<file path="config.mk">
export PLATFORM = sky130hd
export DESIGN_NAME = decoder_scan
export DESIGN_NICKNAME = d
export VERILOG_FILES = /design/src/rtl/decoder_scan.sv
export SDC_FILE = /design/constraint.sdc
export NUM_CORES = 1
export LEC_CHECK = 0
export CAP_MARGIN = 30
export CORE_MARGIN = 8
export CORE_UTILIZATION = 50
export DETAILED_ROUTE_END_ITERATION = 7
export PLACE_DENSITY = 0.75
export SETUP_SLACK_MARGIN = 0.2
export SLEW_MARGIN = 10
export SYNTH_ARGS = -nofsm -noshare
export SYNTH_HDL_FRONTEND = slang
export SYNTH_SLANG_ARGS = --single-unit
</file>
<file path="constraint.sdc">
create_clock -name clk -period 3.1 [get_ports clk]
set_input_delay 0.62 -clock clk [delete_from_list [all_inputs] [get_ports clk]]
set_output_delay 0.62 -clock clk [all_outputs]
set_load 0.05 [all_outputs]
</file>
<file path="src/rtl/decoder_scan.sv">
// Registered one-hot/one-cold decoder with a built-in up/down index scanner.
// Latency: 1 cycle from a/mode/en to idx/y/wrap. y is always registered.
// Backpressure: none. Free-running outputs; en=0 freezes state and blanks y.
//
// Ports:
//   clk, rst   single rising-edge clock, asynchronous active-high reset
//   en         1 = run and drive y, 0 = freeze idx/cnt and blank y
//   mode       00 direct, 01 scan up, 10 scan down, 11 hold
//   a          direct select value, or scan preload value
//   load       scan-mode preload strobe (idx <= a)
//   tick_div   scan step period minus 1 (0 = step every cycle)
//   y          registered one-hot output (one-cold when ACTIVE_LOW)
//   idx        current index register
//   wrap       one-cycle pulse, aligned with the first y showing a wrapped index
module decoder_scan #(
  parameter int SEL_W      = 3,
  parameter int DIV_W      = 16,
  parameter bit ACTIVE_LOW = 1'b0
) (
  input  logic                  clk,
  input  logic                  rst,
  input  logic                  en,
  input  logic [1:0]            mode,
  input  logic [SEL_W-1:0]      a,
  input  logic                  load,
  input  logic [DIV_W-1:0]      tick_div,
  output logic [(2**SEL_W)-1:0] y,
  output logic [SEL_W-1:0]      idx,
  output logic                  wrap
);

  localparam int OUT_W = 2**SEL_W;
  localparam logic [SEL_W-1:0] IDX_MAX = '1;
  localparam logic [OUT_W-1:0] Y_BLANK = {OUT_W{ACTIVE_LOW}};

  typedef enum logic [1:0] {
    MODE_DIRECT = 2'b00,
    MODE_UP     = 2'b01,
    MODE_DOWN   = 2'b10,
    MODE_HOLD   = 2'b11
  } mode_e;

  mode_e            mode_q;
  mode_e            mode_nxt;
  logic [DIV_W-1:0] cnt;
  logic [DIV_W-1:0] cnt_nxt;
  logic [SEL_W-1:0] idx_nxt;
  logic             wrap_nxt;
  logic [OUT_W-1:0] y_nxt;
  logic [OUT_W-1:0] hot;
  logic             mode_chg;

  always_comb begin
    idx_nxt  = idx;
    cnt_nxt  = cnt;
    mode_nxt = mode_q;
    wrap_nxt = 1'b0;
    y_nxt    = Y_BLANK;
    hot      = '0;
    mode_chg = (mode_e'(mode) != mode_q);

    if (en) begin
      mode_nxt = mode_e'(mode);
      // A mode change restarts the prescaler; the step decision is skipped on
      // that edge so the first step lands tick_div+1 edges after entry.
      if (mode_chg) cnt_nxt = '0;

      case (mode_e'(mode))
        MODE_DIRECT: begin
          idx_nxt = a;
          cnt_nxt = '0;
        end
        MODE_UP, MODE_DOWN: begin
          if (load) begin
            // Preload beats a coincident terminal count: no step, no wrap.
            idx_nxt = a;
            cnt_nxt = '0;
          end else if (!mode_chg) begin
            // >= so that shrinking tick_div mid-count steps immediately.
            if (cnt >= tick_div) begin
              cnt_nxt = '0;
              if (mode_e'(mode) == MODE_UP) begin
                idx_nxt  = idx + SEL_W'(1);
                wrap_nxt = (idx == IDX_MAX);
              end else begin
                idx_nxt  = idx - SEL_W'(1);
                wrap_nxt = (idx == '0);
              end
            end else begin
              cnt_nxt = cnt + DIV_W'(1);
            end
          end
        end
        default: ; // hold: idx and cnt frozen, y keeps decoding idx
      endcase

      hot          = '0;
      hot[idx_nxt] = 1'b1;
      y_nxt        = ACTIVE_LOW ? ~hot : hot;
    end
  end

  always_ff @(posedge clk or posedge rst) begin
    if (rst) begin
      idx    <= '0;
      cnt    <= '0;
      mode_q <= MODE_DIRECT;
      wrap   <= 1'b0;
      y      <= Y_BLANK;
    end else begin
      idx    <= idx_nxt;
      cnt    <= cnt_nxt;
      mode_q <= mode_nxt;
      wrap   <= wrap_nxt;
      y      <= y_nxt;
    end
  end

endmodule

</file>
---- Word-level counts from Yosys, hierarchy flattened ----
Cells that the tools add are included.
operators by class
  add/subtract/negate cells ............... 3
  magnitude comparators ................... 3
  multiplexer cells ....................... 20
  reduce and logical (&&, ||, !) cells .... 4
  equal/unequal tests ..................... 4
operators with widths
  kind                   count
  $mux 16                4
  $pmux 16 s2            1
  $add 16x1->16 const B  1
  $ge 16x16->1           1
  $mux 3                 5
  $mux 8                 1
  $mux 1                 7
  $pmux 3 s2             1
  $lt 3x4->1 const B     1
  $add 3x1->3 const B    1
  $demux 1 s3            1
  $eq 3x3->1 const B     1
  $ge 3x1->1 const B     1
  $logic_not 3->1        1
  $sub 3x1->3 const B    1
  $eq 2x1->1 const B     1
  $eq 2x2->1 const B     1
  $logic_not 2->1        1
  $ne 2x2->1             1
  $reduce_or 2->1        1
  $logic_and 1x1->1      1
storage, ports and cells
  register bits after elaboration ......... 30
  bits of input ports ..................... 25
  word-level logic and storage cells ...... 39
  output and inout bits ................... 12

---- Logic depth before layout (Yosys ltp) ----
  depth in word-level cells ............... 12
  depth in mapped cells ................... 10
  gate-level depth less buffers ........... 9

---- Worst setup path after synthesis ----
No wires, ideal clock.
  kind .................................... input-to-reg
  start point ............................. in tick_div[15]
  end point ............................... reg idx[2]
  library setup time ...................... 119 ps
  arrival time ............................ 2683 ps
  stages .................................. 9
  required time ........................... 2981 ps
  slack ................................... 298 ps
  path buffers ............................ 0
  cells stage by stage .................... inv_1 ha_1 and4_1 nand2_1 or4_4 a311oi_4 mux2i_1 or3b_4 o21a_1
on the way
  cells in the longest elaborated chain, start to end .. 6
ends and longest elaborated chain
  element                 RTL line  RTL
  start: declaration      26        input logic [DIV_W-1:0] tick_div,
  $ge 16x16->1            80        if (cnt >= tick_div) begin
  $mux 3                  80
  $mux 3                  78        end else if (!mode_chg) begin
  $mux 3                  74        if (load) begin
  $pmux 3 s2              68        case (mode_e'(mode))
  $mux 3                  62        if (en) begin
  end signal: assignment  111       idx <= idx_nxt;
  end: declaration        28        output logic [SEL_W-1:0] idx,
Every way passes these cells. The select of a mux whose other input is x is not followed.
A chain may end at the register's enable or synchronous reset.

---- Worst setup path in the final report ----
  start point ............................. in tick_div[13]
  end point ............................... reg idx[2]
Same word-level chain as after synthesis.

==> flow_metrics.tcl <==
set metrics [dict create \
    synthArstFlopShare_pct 100 \
    synth.avg_cell_area_um2 8.84 \
    routed_via_density 5.58 \
    portBuffers 36 \
    worst_pin_slew_ns 0.522 \
    fillerInstances 315 \
    rsz0062_at_grt "no" \
    dp_hpwl_mm 3.59 \
    cts_tree "yes" \
    synth_nets 274 \
    die_w_um 79.5 \
    synth_ff_type "dfrtp_1" \
    first_global_vias 1861 \
    placed_area_um2 2530 \
    comb_power_share_pct 27.7 \
    ir_drop_uv 327 \
    crit_type "primary input to flip-flop" \
    crit_slowest_cell "or4_4" \
    antenna_cells 0 \
    dp_cells 325 \
    rows 23 \
    final_cell_count_no_fill 333 \
    syn_inst 228 \
    cpLargestDelayFamily "simple AND/OR/NAND/NOR gates" \
    cts_setup_buffers 0 \
    dr.pass1.iters 5 \
    cpPeakStageDelay_ns 0.51 \
    p_per_area_nw_per_um2 376 \
    initial_core_util_pct 51.1 \
    cts_root_buf "clkbuf_8" \
    worst_ep_arrival_time_ns 3.00 \
    p_sw_uw 343 \
    drt-initial-drc-count 97 \
    path_buf_inv 2 \
    fin_area_um2 2790 \
    syn-cell-area_um2 2010 \
    fin_skew_ns 0.0118 \
    nNetsFinal 328 \
    grt_pass1_wl_mm 8.20 \
    layout_min_cycle_time_ns 2.82 \
    path_cells "dlygate4sd2_1 -> inv_1 -> ha_4 -> and4_4 -> nand2_4 -> or4_4 -> a311oi_4 -> mux2i_1 -> or3b_4 -> o21a_1" \
    outcome "completed" \
    route.antenna.remaining_nets 0 \
    p_sw_share_pct 32.6 \
    hold_viol 0 \
    p_seq_share_pct 40.3 \
    crit_fanout 5 \
    grt_overflow 0 \
    place_ws_ns -0.386 \
    die_h_um 79.5 \
    cp-start-kind "primary input" \
    synth.top_cell.area_share_pct 37.3 \
    worst_slack_ns 0.285 \
    route.detailed.drc 0 \
    cts.sinks 30 \
    postRouteWirelength_mm 4.97 \
    slew_viol_final 0 \
    gp_congestion 0.848 \
    ys_top_cells_by_area "dfrtp_1 37%, ha_1 12%, inv_1 4.7%, a21oi_1 4.5%, o21ai_0 3.7%" \
    setup_viol 0 \
    yosysWarningCount 0 \
    power.internal_uw 707 \
    relSlewSlack_pct 64.3 \
    ios 37 \
    leakage_nw 1.24 \
    clock_latency_ns 0.30 \
    htree_levels 2 \
    synth_top_cell_by_area "dfrtp_1" \
    antenna_found_initial 0 \
    synth_cell_type_count 43 \
    areaGrowthSynthToFinish_pct 38.5 \
    clockBufferDepth 2 \
    drv_cap 0 \
    fmax_mhz 355 \
    required_ns 3.28 \
    hold_class "flip-flop to flip-flop" \
    cts_inserted_buffers 5 \
    layout-drive-gt1-share_pct 20.8 \
    clk_pin_slew_ns 0.07 \
    totalPowerFinal_mw 1.05 \
    dieArea_um2 6320 \
    reg2reg_slack_ns 0.37 \
    fin_crit_sh_pct 90.8 \
    ys_seq_elements 30 \
    ys_seq_area_share_pct 37.3 \
    wl_per_cell_um 14.9 \
    track_usage_pct 16.0 \
    grt_max_degree 31 \
    vias 1858 \
    synth_edf_count 0 \
    cp-end-kind "flip-flop" \
    core_area_um2 3940 \
    p_clk_share_pct 32.0 \
]
[synth_stat cells (2+ instances only)]
master / number
a21oi_1: 18
or3_1: 6
dfrtp_1: 30
and3_1: 2
nand2_1: 18
mux2_2: 2
ha_1: 20
nand3_1: 10
a31oi_1: 10
mux2i_1: 4
nand4_1: 3
and4_1: 2
o21a_1: 4
buf_1: 2
inv_1: 25
or2_2: 2
a221oi_1: 2
nor2_1: 12
o21ai_0: 15
nand2b_1: 2
nor3_1: 13
xnor2_1: 4
a2111oi_0: 2
[cell type report]
class | count | area, um^2 | share of cell area [%]
Tap cell | 50 | 62.6 | 2.24
Multi-Input combinational cell | 169 | 1320 | 47.3
Clock buffer | 6 | 82.6 | 2.96
Inverter | 25 | 93.8 | 3.36
Timing Repair Buffer | 51 | 469 | 16.8
Sequential cell | 30 | 751 | 26.9
Clock inverter | 2 | 12.5 | 0.448
[worst reg2reg max path: stages (launching register included)]
cell and delay (ns):
dfrtp_1 0.46, ha_4 0.30, and4_4 0.24, nand2_4 0.06
or4_4 0.51, a311oi_4 0.36, mux2i_1 0.14, or3b_4 0.43
o21a_1 0.12
[what timing repair did]
item	4_1_cts	5_1_grt
hold buffers	0	0
endpoints found under the hold margin	0	0
pin swaps	20	8
gates resized for setup	32	15
setup endpoints to repair	13	6
[power by group through the flow]
stage | logic (mW) | clock network [mW] | registers, mW
finish | 0.291 | 0.336 | 0.423
global placement | 0.275 | 0 | 0.430
detailed placement | 0.277 | 0 | 0.431
global route | 0.317 | 0.355 | 0.427
CTS | 0.287 | 0.342 | 0.423
floorplan | 0.120 | 0 | 0.480
[metrics by stage]
stage	hold WS [ns]	TNS, ns	utilization, %
2_1_floorplan	0.456	0	-
3_3_place_gp	0.491	-2.56	64.3
3_5_place_dp	0.499	-3.95	64.3
4_1_cts	0.536	0	68.8
5_1_grt	0.544	0	70.8
6_report	0.533	0	70.8
[per-layer routing]
| layer | vias to the layer above | part of all wire [%] | track usage [%] | routed length (um) |
|---|---|---|---|---|
| li1 | 927 | - | - | - |
| met1 | 865 | 45 | 19.9 | 2240 |
| met2 | 53 | 46 | 25.4 | 2280 |
| met3 | 13 | 6.7 | 4.39 | 333 |
| met4 | 0 | 2.3 | 6.48 | 113 |
| met5 | - | 0 | 0 | 0 |
[cells by family (layout without fill, tap and decap cells)]
| kind of cell | Yosys count | after routing | synth area share (%) |
|---|---|---|---|
| AOI/OAI and AO/OA | 59 | 59 | 18.6 |
| xor gates and xnor gates | 5 | 5 | 2.17 |
| adders and majority gates | 21 | 21 | 13.4 |
| buffers and inverters | 29 | 84 | 5.47 |
| DFF | 30 | 30 | 37.3 |
| muxes | 6 | 6 | 3.11 |
| and+or+nand+nor | 78 | 78 | 20.0 |
[layout by cell type, fill, tap and decap left out, drive strengths merged, types with 4 or more instances in the layout]
cell type / netlist / routed
nand2: 18 / 18
nor2: 12 / 12
nor3: 13 / 13
inv: 25 / 25
o21a: 4 / 4
ha: 20 / 20
clkbuf: 2 / 6
buf: 2 / 15
xnor2: 4 / 4
o21ai: 15 / 15
a31oi: 10 / 10
or3: 6 / 6
a21oi: 18 / 18
dlygate4sd2: 0 / 11
clkdlybuf4s50: 0 / 20
mux2i: 4 / 4
dlymetal6s2s: 0 / 4
dfrtp: 30 / 30
nand3: 10 / 10
[flip-flops by register name, indices dropped and copies added, names as in the netlist]
name	flops
y	8
wrap	1
idx	3
cnt	16
mode_q	2
[worst paths after layout]
check,from,end,cells past startpoint
worst min-delay path,mode_q[0]$_DFFE_PP0P_,mode_q[0]$_DFFE_PP0P_,1
worst max-delay path,tick_div[13],idx[2]$_DFFE_PP0P_,10
worst max register to register,cnt[13]$_DFFE_PP0P_,idx[2]$_DFFE_PP0P_,8
worst min register to register,mode_q[0]$_DFFE_PP0P_,mode_q[0]$_DFFE_PP0P_,1
max in group asynchronous,rst,cnt[5]$_DFFE_PP0P_,3
min in group asynchronous,rst,cnt[14]$_DFFE_PP0P_,3
No activity file was read; power rests on OpenSTA's default activity.
